## config.mk

```make
export PLATFORM = sky130hd
export DESIGN_NAME = spi_slave_bridge
export DESIGN_NICKNAME = d
export VERILOG_FILES = /design/src/rtl/spi_slave_bridge.sv
export SDC_FILE = /design/constraint.sdc
export NUM_CORES = 1
export LEC_CHECK = 0
export CORE_MARGIN = 4
export CORE_UTILIZATION = 40
export CTS_BUF_LIST = sky130_fd_sc_hd__clkbuf_4 sky130_fd_sc_hd__clkbuf_8
export DETAILED_ROUTE_END_ITERATION = 8
export GPL_ROUTABILITY_DRIVEN = 1
export PLACE_DENSITY = 0.65
export SYNTH_ARGS = -nofsm -noshare
export SYNTH_HDL_FRONTEND = slang
export SYNTH_SLANG_ARGS = --single-unit
export TNS_END_PERCENT = 1
```

## constraint.sdc

```tcl
create_clock -name clk -period 3 [get_ports clk]
set_input_delay 0.75 -clock clk [delete_from_list [all_inputs] [get_ports clk]]
set_output_delay 0.75 -clock clk [all_outputs]
set_load 0.02 [all_outputs]
```

## src/rtl/spi_slave_bridge.sv

```systemverilog
// -----------------------------------------------------------------------------
// spi_slave_bridge
// SPI mode-0 responder (MSB first) for the 12-bit {rw, addr, data} command
// protocol. Write frames become a single-cycle register write strobe; read
// frames issue a read request once rw and addr have arrived, then shift the
// returned register value back out on miso. sclk, cs and mosi are oversampled
// in the clk domain.
//
// Ports:
//   clk, rst          system clock, synchronous active-high reset
//   sclk, cs, mosi    asynchronous SPI pins from the master (cs active low)
//   miso, miso_oe     serial response and its drive enable
//   wr_vld/addr/data  one-cycle write strobe with address and data
//   rd_req/addr       one-cycle read request; rd_addr held until next request
//   rd_data           read data from the register side
//   busy              high while a frame is in progress
//   frame_err         one-cycle pulse when cs rises mid-frame
//
// Pipeline: pin -> sync ff1 -> sync ff2 -> history (edge acted on, cycle 3)
// -> output register (cycle 4).
// -----------------------------------------------------------------------------
module spi_slave_bridge #(
  parameter int CMD_WIDTH  = 12,
  parameter int ADDR_WIDTH = 3,
  parameter int READ_WIDTH = 8   // CMD_WIDTH must equal 1 + ADDR_WIDTH + READ_WIDTH
) (
  input  logic                  clk,
  input  logic                  rst,
  input  logic                  sclk,
  input  logic                  cs,
  input  logic                  mosi,
  output logic                  miso,
  output logic                  miso_oe,
  output logic                  wr_vld,
  output logic [ADDR_WIDTH-1:0] wr_addr,
  output logic [READ_WIDTH-1:0] wr_data,
  output logic                  rd_req,
  output logic [ADDR_WIDTH-1:0] rd_addr,
  input  logic [READ_WIDTH-1:0] rd_data,
  output logic                  busy,
  output logic                  frame_err
);

  localparam int CNT_W    = $clog2(CMD_WIDTH + 1);
  localparam int HDR_BITS = 1 + ADDR_WIDTH;

  typedef enum logic [1:0] {ST_IDLE, ST_CMD, ST_RESP, ST_DONE} state_t;

  state_t r_state, w_state_nxt;

  // Synchronizers and edge-detect history
  logic [1:0] r_sclk_sync, r_cs_sync, r_mosi_sync;
  logic       r_sclk_hist, r_cs_hist;

  // Frame datapath (updated on the cycle an edge is acted on)
  logic [CMD_WIDTH-2:0]  r_cmd;  // rw bit is only needed combinationally
  logic [READ_WIDTH-1:0] r_tx;
  logic [CNT_W-1:0]      r_cnt;
  logic                  r_miso_bit;
  logic                  r_wr_fire, r_rd_fire, r_err_fire;

  logic                  w_sclk_rise, w_sclk_fall, w_cs_rise, w_cs_fall, w_mosi;
  logic [CMD_WIDTH-1:0]  w_cmd_shift;
  logic                  w_cnt_clr, w_cnt_inc, w_shift_cmd;
  logic                  w_load_tx, w_shift_tx;
  logic                  w_wr_fire, w_rd_fire, w_err_fire;

  // Synchronizer reset to 0: if cs is still low when reset releases, no fall
  // is seen, so a new frame needs a fresh cs fall.
  always_ff @(posedge clk) begin
    if (rst) begin
      r_sclk_sync <= '0;
      r_cs_sync   <= '0;
      r_mosi_sync <= '0;
      r_sclk_hist <= 1'b0;
      r_cs_hist   <= 1'b0;
    end else begin
      r_sclk_sync <= {r_sclk_sync[0], sclk};
      r_cs_sync   <= {r_cs_sync[0], cs};
      r_mosi_sync <= {r_mosi_sync[0], mosi};
      r_sclk_hist <= r_sclk_sync[1];
      r_cs_hist   <= r_cs_sync[1];
    end
  end

  assign w_sclk_rise = r_sclk_sync[1] & ~r_sclk_hist;
  assign w_sclk_fall = ~r_sclk_sync[1] & r_sclk_hist;
  assign w_cs_rise   = r_cs_sync[1] & ~r_cs_hist;
  assign w_cs_fall   = ~r_cs_sync[1] & r_cs_hist;
  assign w_mosi      = r_mosi_sync[1];
  assign w_cmd_shift = {r_cmd, w_mosi};

  // NOTE: sequential state uses non-blocking (<=) so every flop samples the
  // pre-edge values; blocking here would create order-dependent simulation.
  always_ff @(posedge clk) begin
    if (rst) r_state <= ST_IDLE;
    else     r_state <= w_state_nxt;
  end

  // Next-state and control. cs edges are checked first so they win over an
  // sclk edge detected on the same cycle.
  always_comb begin
    // NOTE: every output of this block gets a default first; a path that
    // leaves one unassigned would infer a latch.
    w_state_nxt = r_state;
    w_cnt_clr   = 1'b0;
    w_cnt_inc   = 1'b0;
    w_shift_cmd = 1'b0;
    w_load_tx   = 1'b0;
    w_shift_tx  = 1'b0;
    w_wr_fire   = 1'b0;
    w_rd_fire   = 1'b0;
    w_err_fire  = 1'b0;
    unique case (r_state)
      ST_IDLE: begin
        if (w_cs_fall) begin
          w_state_nxt = ST_CMD;
          w_cnt_clr   = 1'b1;
        end
      end
      ST_CMD: begin
        if (w_cs_rise) begin
          w_state_nxt = ST_IDLE;
          w_err_fire  = 1'b1;
        end else if (w_sclk_rise) begin
          w_shift_cmd = 1'b1;
          w_cnt_inc   = 1'b1;
          // rw is bit HDR_BITS-1 of the shifter once the header has arrived
          if (r_cnt == CNT_W'(HDR_BITS - 1) && !w_cmd_shift[HDR_BITS-1])
            w_rd_fire = 1'b1;
          if (r_cnt == CNT_W'(CMD_WIDTH - 1)) begin
            if (w_cmd_shift[CMD_WIDTH-1]) begin
              w_wr_fire   = 1'b1;
              w_state_nxt = ST_DONE;
            end else begin
              w_load_tx   = 1'b1;
              w_cnt_clr   = 1'b1;
              w_cnt_inc   = 1'b0;
              w_state_nxt = ST_RESP;
            end
          end
        end
      end
      ST_RESP: begin
        if (w_cs_rise) begin
          w_state_nxt = ST_IDLE;
          w_err_fire  = 1'b1;
        end else begin
          if (w_sclk_fall) w_shift_tx = 1'b1;
          if (w_sclk_rise) begin
            w_cnt_inc = 1'b1;
            if (r_cnt == CNT_W'(READ_WIDTH - 1)) w_state_nxt = ST_DONE;
          end
        end
      end
      ST_DONE: begin
        if (w_cs_rise) w_state_nxt = ST_IDLE;
      end
      default: w_state_nxt = ST_IDLE;
    endcase
  end

  always_ff @(posedge clk) begin
    if (rst) begin
      r_cmd      <= '0;
      r_tx       <= '0;
      r_cnt      <= '0;
      r_miso_bit <= 1'b0;
      r_wr_fire  <= 1'b0;
      r_rd_fire  <= 1'b0;
      r_err_fire <= 1'b0;
    end else begin
      r_wr_fire  <= w_wr_fire;
      r_rd_fire  <= w_rd_fire;
      r_err_fire <= w_err_fire;

      if (w_cnt_clr)      r_cnt <= '0;
      else if (w_cnt_inc) r_cnt <= r_cnt + CNT_W'(1);

      if (w_cnt_clr && r_state == ST_IDLE) r_cmd <= '0;
      else if (w_shift_cmd)                r_cmd <= w_cmd_shift[CMD_WIDTH-2:0];

      if (w_load_tx)       r_tx <= rd_data;
      else if (w_shift_tx) r_tx <= {r_tx[READ_WIDTH-2:0], 1'b0};

      // miso stays low outside a response; in DONE the last bit is held
      if (w_state_nxt == ST_IDLE) r_miso_bit <= 1'b0;
      else if (w_shift_tx)        r_miso_bit <= r_tx[READ_WIDTH-1];
    end
  end

  // Output register stage. After the header shifts in, the address sits in the
  // low bits of r_cmd; after the full frame, addr/data occupy the low bits.
  always_ff @(posedge clk) begin
    if (rst) begin
      miso      <= 1'b0;
      miso_oe   <= 1'b0;
      busy      <= 1'b0;
      wr_vld    <= 1'b0;
      wr_addr   <= '0;
      wr_data   <= '0;
      rd_req    <= 1'b0;
      rd_addr   <= '0;
      frame_err <= 1'b0;
    end else begin
      miso      <= r_miso_bit;
      miso_oe   <= (r_state != ST_IDLE);
      busy      <= (r_state != ST_IDLE);
      wr_vld    <= r_wr_fire;
      rd_req    <= r_rd_fire;
      frame_err <= r_err_fire;
      if (r_wr_fire) begin
        wr_addr <= r_cmd[CMD_WIDTH-2 -: ADDR_WIDTH];
        wr_data <= r_cmd[READ_WIDTH-1:0];
      end
      if (r_rd_fire) rd_addr <= r_cmd[ADDR_WIDTH-1:0];
    end
  end

endmodule

```

Word-level counts from Yosys, hierarchy flattened
Index checks and enable logic that the tools add are counted.
{"block": "classes", "bitwise": 12, "eq_ne": 6, "mux": 32, "n_reduce_logical": 14, "addsub": 1}
{"op": "1-bit two-way mux", "n": 19}
{"op": "2-bit two-way mux", "n": 8}
{"op": "8-bit two-way mux", "n": 2}
{"op": "2-bit OR reduction", "n": 5}
{"op": "1-bit NOT", "n": 8}
{"op": "2-bit one-hot mux with 4 select lines", "n": 1}
{"op": "5-bit OR reduction", "n": 1}
{"op": "4-bit by 1-bit adder with 4-bit output, second input constant", "n": 1}
{"op": "1-bit bitwise AND", "n": 4}
{"op": "2-bit equality test, second input constant", "n": 2}
{"op": "4-bit by 2-bit equality test with 1-bit output, second input constant", "n": 1}
{"op": "4-bit by 3-bit equality test with 1-bit output, second input constant", "n": 1}
{"op": "4-bit equality test, second input constant", "n": 1}
{"op": "2-bit logical NOT", "n": 2}
{"op": "1-bit one-hot mux with 2 select lines", "n": 2}
{"op": "2-bit nonzero test", "n": 2}
{"op": "4-bit OR reduction", "n": 1}
{"op": "2-bit by 1-bit equality test with 1-bit output, second input constant", "n": 1}
{"op": "1-bit logical AND", "n": 2}
{"op": "1-bit logical NOT", "n": 1}
{"block": "totals", "output_inout_bits": 20, "elab_cells": 86, "inputBits": 13, "ff_bits": 56}

Logic depth before layout (Yosys ltp)
{"block": "logic_depth", "word_depth": 7, "ltp_mapped": 7, "mapped_depth_nobuf": 7}

Worst setup path after synthesis
Ideal clock, no wire load.
{"block": "synth_timing", "path_type": "register to register", "startpoint": "reg r_state[0]", "endpoint": "reg r_miso_bit", "slack_ps": 1298, "path_stages_with_launch": 8, "setup_ps": 117, "t_required_ps": 2883, "arrival_time_ps": 1585, "path_buffers": 0, "period_less_slack_ps": 1702, "cell_sequence": "dfxtp_1 inv_1 ha_1 or2_2 a31oi_1 nand2_1 o31a_1 a2bb2oi_1"}
{"block": "synth_via", "elab_chain_len": 6, "word_cells_on_any_way": 16, "cone_classes": "3 x eq/ne; 10 x mux; 3 x reduce/logical"}
{"element": "start, declared", "line_no": "49", "rtl": "state_t r_state, w_state_nxt;"}
{"element": "start signal, assigned", "line_no": "97", "rtl": "else r_state <= w_state_nxt;"}
{"element": "2-bit two-way mux, on equally long branches", "line_no": "152, 131"}
{"element": "2-bit two-way mux, on equally long branches", "line_no": "150, 125"}
{"element": "2-bit two-way mux, on equally long branches", "line_no": "145, 122"}
{"element": "2-bit one-hot mux with 4 select lines", "line_no": "114", "rtl": "unique case (r_state)"}
{"element": "2-bit logical NOT", "line_no": "187", "rtl": "if (w_state_nxt == ST_IDLE) r_miso_bit <= 1'b0;"}
{"element": "2-bit OR reduction (no source line)"}
{"element": "end signal, assigned", "line_no": "188", "rtl": "else if (w_shift_tx) r_miso_bit <= r_tx[READ_WIDTH-1];"}
{"element": "end, declared", "line_no": "59", "rtl": "logic r_miso_bit;"}
Several ways; a longest one is shown, not always the timed one.
A chain may end at the register's enable or synchronous reset.

Final worst setup path
{"block": "layout_timing", "startpoint": "reg r_cnt[0]", "endpoint": "reg r_cmd[1]"}
{"block": "layout_via", "elab_chain_len": 7}
{"element": "start, declared", "line_no": "58", "rtl": "logic [CNT_W-1:0] r_cnt;"}
{"element": "start signal, assigned", "line_no": "178", "rtl": "else if (w_cnt_inc) r_cnt <= r_cnt + CNT_W'(1);"}
{"element": "4-bit equality test", "line_no": "131", "rtl": "if (r_cnt == CNT_W'(CMD_WIDTH - 1)) begin"}
{"element": "1-bit two-way mux", "line_no": "131"}
{"element": "1-bit two-way mux", "line_no": "125", "rtl": "end else if (w_sclk_rise) begin"}
{"element": "1-bit two-way mux", "line_no": "122", "rtl": "if (w_cs_rise) begin"}
{"element": "1-bit one-hot mux with 2 select lines", "line_no": "114"}
{"element": "1-bit logical AND", "line_no": "180", "rtl": "if (w_cnt_clr && r_state == ST_IDLE) r_cmd <= '0;"}
{"element": "2-bit OR reduction (no source line)"}
{"element": "end signal, assigned", "line_no": "181", "rtl": "else if (w_shift_cmd) r_cmd <= w_cmd_shift[CMD_WIDTH-2:0];"}
{"element": "end, declared", "line_no": "56", "rtl": "logic [CMD_WIDTH-2:0] r_cmd;"}
No other way between the ends.

==> results.yml <==
min_path:
  hold_path_depth: 1
  worstHoldPathType: "reg2reg"
timing:
  finalSetupViolCount: 0
  slew_viol_final: 0
  min_period_ns: 2.15
  fin_skew_ns: 0.00333
  fin_crit_sh_pct: 71.6
  slew_headroom_pct: 55.8
  hold_ws_ns: 0.445
  tns_ns: 0
  hold_viol_final: 0
  fmaxAchievable_mhz: 466
  worst_slew_pin_slew_ns: 0.663
  rsz0062_at_grt: "no"
grt:
  grt_pass1_wl_um: 7480
  grt_pass1_vias: 1589
  antenna_found_initial: 0
  grt_max_degree: 21
  grt_overflow: 0
  grt.total_usage_pct: 14.3
clock_network:
  postCtsHoldBufs: 0
  cts-root-buf: "clkbuf_8"
  insertion_delay_ns: 0.30
  cts-resized-gates: 0
  post_cts_buffers: 0
  cts_buffers: 5
  clk_pin_slew_ns: 0.09
  tritoncts: "built"
  cts_buffer_depth: 2
  htree_levels: 2
  cts_sinks: 56
power:
  p_int_w: 0.00108
  leakagePower_nw: 0.906
  p_per_area_mw_per_mm2: 507
  pwr-share-comb_pct: 5.9
  p_switching_w: 0.000279
  seq_power_share_pct: 55.6
  peakVddDrop_uv: 245
  switching_share_pct: 20.5
  pwr-share-clk_pct: 38.5
setup_path:
  critPathLaunchType: "register"
  cp-end-kind: "register"
  path_class: "reg2reg"
  worstPathMaxFanout: 12
  r2r_cells: 5
  cp.arrival_ns: 2.32
  crit_required_ns: 3.17
synth:
  synthSimpleGateAreaFrac_pct: 23.1
  syn_nets: 252
  synth_area_per_cell_um2: 9.46
  synth_top_family_by_area: "simple AND/OR/NAND/NOR gates"
  synthArstFlopShare_pct: 0
  synth_adder_area_share_pct: 2.83
  syn_area_mm2: 0.00221
  synthXorXnorAreaFrac_pct: 1.19
  synth_cells: 234
  synth-compound-area-share_pct: 11.1
  synth_seq_area_share_pct: 50.7
  dominantRegCellSynth: "dfxtp_1"
  post_synth_num_cell_types: 39
  synth_seq_cells: 56
  synth_mux_area_share_pct: 6.78
  yosys_warnings: 0
  synth_enable_flop_cells: 0
routing:
  drt_pass1_iterations: 4
  drtIter0Drc: 124
  dr_total_vias: 1646
  drc: 0
  via_per_inst: 4.94
  ant_nets: 0
  wl_per_cell_um: 12.8
  routed_wl_um: 4270
final_layout:
  antenna_cells: 0
  drive_gt1_share_pct: 7.22
  fillers: 524
  nets: 280
  final_cell_area_mm2: 0.00268
  area_growth_pct: 21.1
floorplan:
  die_h_um: 82.4
  core_area_mm2: 0.00524
  floorplan.initialDensity_pct: 42.3
  rows: 26
  die_area_mm2: 0.00679
  die_x_um: 82.4
  io-pin-count: 33
place:
  dp_hpwl_um: 3070
  place_area_mm2: 0.00255
  place.port_buffers: 32
  routabilityCongestion: 0.817
run_status:
  status: "complete, no violations"
job:
  maxCapViolCount: 0
## Yosys cell counts, types with 2 or more instances
| cell | instances | share of area (%) |
|---|---|---|
| buf_4 | 2 | 0.68 |
| ha_1 | 5 | 2.8 |
| buf_2 | 2 | 0.45 |
| nor2b_1 | 12 | 3.4 |
| dfxtp_1 | 56 | 51 |
| a311oi_2 | 4 | 2.7 |
| nand2_1 | 42 | 7.1 |
| buf_6 | 3 | 1.5 |
| a31oi_1 | 3 | 0.85 |
| nand4_1 | 3 | 0.85 |
| nand3_1 | 5 | 1.1 |
| xnor2_1 | 3 | 1.2 |
| nor2_1 | 27 | 4.6 |
| and3b_1 | 2 | 0.79 |
| mux2i_1 | 15 | 6.8 |
| buf_1 | 2 | 0.34 |
| inv_1 | 4 | 0.68 |
| clkbuf_1 | 4 | 0.68 |
| a21oi_1 | 17 | 3.8 |
| a22oi_1 | 3 | 1.0 |
| and4b_1 | 2 | 0.90 |
## cell usage in the layout (no fill, tap or decap)
cell type        netlist  routed
a31oi_1                3       3
and3_1                 1       1
buf_4                  2       2
nand2b_1               1       1
nand4b_1               1       1
nand2_1               42      42
and2_1                 1       1
mux2i_1               15      15
nand3_1                5       5
a2bb2oi_1              1       1
xnor2_1                3       3
and3b_1                2       2
a21boi_1               1       1
a2111oi_0              1       1
nor2b_4                1       1
a21oi_2                1       1
and4b_1                2       2
a22oi_1                3       3
a21oi_1               17      17
bufinv_16              0       1
dfxtp_1               56      56
a32o_1                 1       1
or4b_2                 1       1
nor2b_1               12      12
clkdlybuf4s50_1        0      32
nand4_1                3       3
or4b_4                 1       1
ha_1                   5       5
inv_1                  4       4
nand4bb_1              1       1
or2_2                  1       1
nor3_1                 1       1
a311oi_2               4       4
o31a_1                 1       1
nor2_1                27      27
o21bai_1               1       1
nor3b_1                1       1
clkbuf_8               0       7
## registers in the layout (all words and copies together) (netlist names)
name	count
wr_data	8
r_err_fire	1
r_tx	8
rd_addr	3
frame_err	1
rd_req	1
r_cs_hist	1
r_mosi_sync	2
r_rd_fire	1
r_cs_sync	2
r_sclk_sync	2
r_miso_bit	1
r_wr_fire	1
r_sclk_hist	1
miso	1
wr_vld	1
busy	1
r_state	2
wr_addr	3
r_cmd	11
r_cnt	4
## cell type report
type	count	area, um2	share of cell area, %
Sequential cell	56	1120	41.8
Multi-Input combinational cell	161	996	37.1
Timing Repair Buffer	34	335	12.5
Clock buffer	7	96.3	3.59
Tap cell	70	87.6	3.27
Clock inverter	1	30.0	1.12
Inverter	4	15.0	0.560
## metrics by stage
step | utilization (%) | std cells | setup slack [ns] | total power [W]
3_3_place_gp | 48.8 | 325 | 0.921 | 0.000853
5_1_grt | 51.2 | 333 | 0.662 | 0.00141
2_1_floorplan | - | 234 | 1.30 | 0.000826
3_5_place_dp | 48.8 | 325 | 0.883 | 0.000854
6_report | 51.2 | 333 | 0.853 | 0.00136
4_1_cts | 51.2 | 333 | 0.846 | 0.00137
## worst max-delay path, cell delays in order (launching register included)
cell and delay [ns]:
dfxtp_1 0.38, ha_1 0.28, nand4bb_1 0.17, or4b_4 0.62
a21oi_2 0.48, a21oi_1 0.08
## cells by family (layout without fill, tap and decap cells)
group / Yosys count / after routing
xor+xnor: 3 / 3
simple gates: 104 / 104
flops: 56 / 56
mux: 15 / 15
compound gates: 34 / 34
buf+inv: 17 / 46
fa+ha+maj: 5 / 5
## per-layer routing
| layer | vias to the layer above | GRT usage [%] | part of all wire (%) |
|---|---|---|---|
| met5 | - | 0 | 0 |
| met4 | 0 | 5.15 | 1.2 |
| met3 | 5 | 3.36 | 4.3 |
| met2 | 35 | 21.7 | 46 |
| met1 | 760 | 19.6 | 49 |
| li1 | 846 | - | - |
## worst paths after layout
path,from,to,slack (ns)
setup reg to reg,r_cnt[0]$_SDFFE_PP0P_,r_cmd[1]$_SDFFE_PP0P_,0.85
setup / recovery,r_cnt[0]$_SDFFE_PP0P_,r_cmd[1]$_SDFFE_PP0P_,0.85
hold reg to reg,r_mosi_sync[0]$_SDFF_PP0_,r_mosi_sync[1]$_SDFF_PP0_,0.45
hold / removal,r_mosi_sync[0]$_SDFF_PP0_,r_mosi_sync[1]$_SDFF_PP0_,0.45
## power by group through the flow
stage	logic, W	registers, W	clock network (W)
5_1_grt	0.0000888	0.000758	0.000568
2_1_floorplan	0.0000520	0.000774	0
3_5_place_dp	0.0000804	0.000774	0
3_3_place_gp	0.0000803	0.000773	0
6_report	0.0000805	0.000756	0.000524
4_1_cts	0.0000807	0.000756	0.000532
Note: power is estimated with default switching activity, not from simulation.
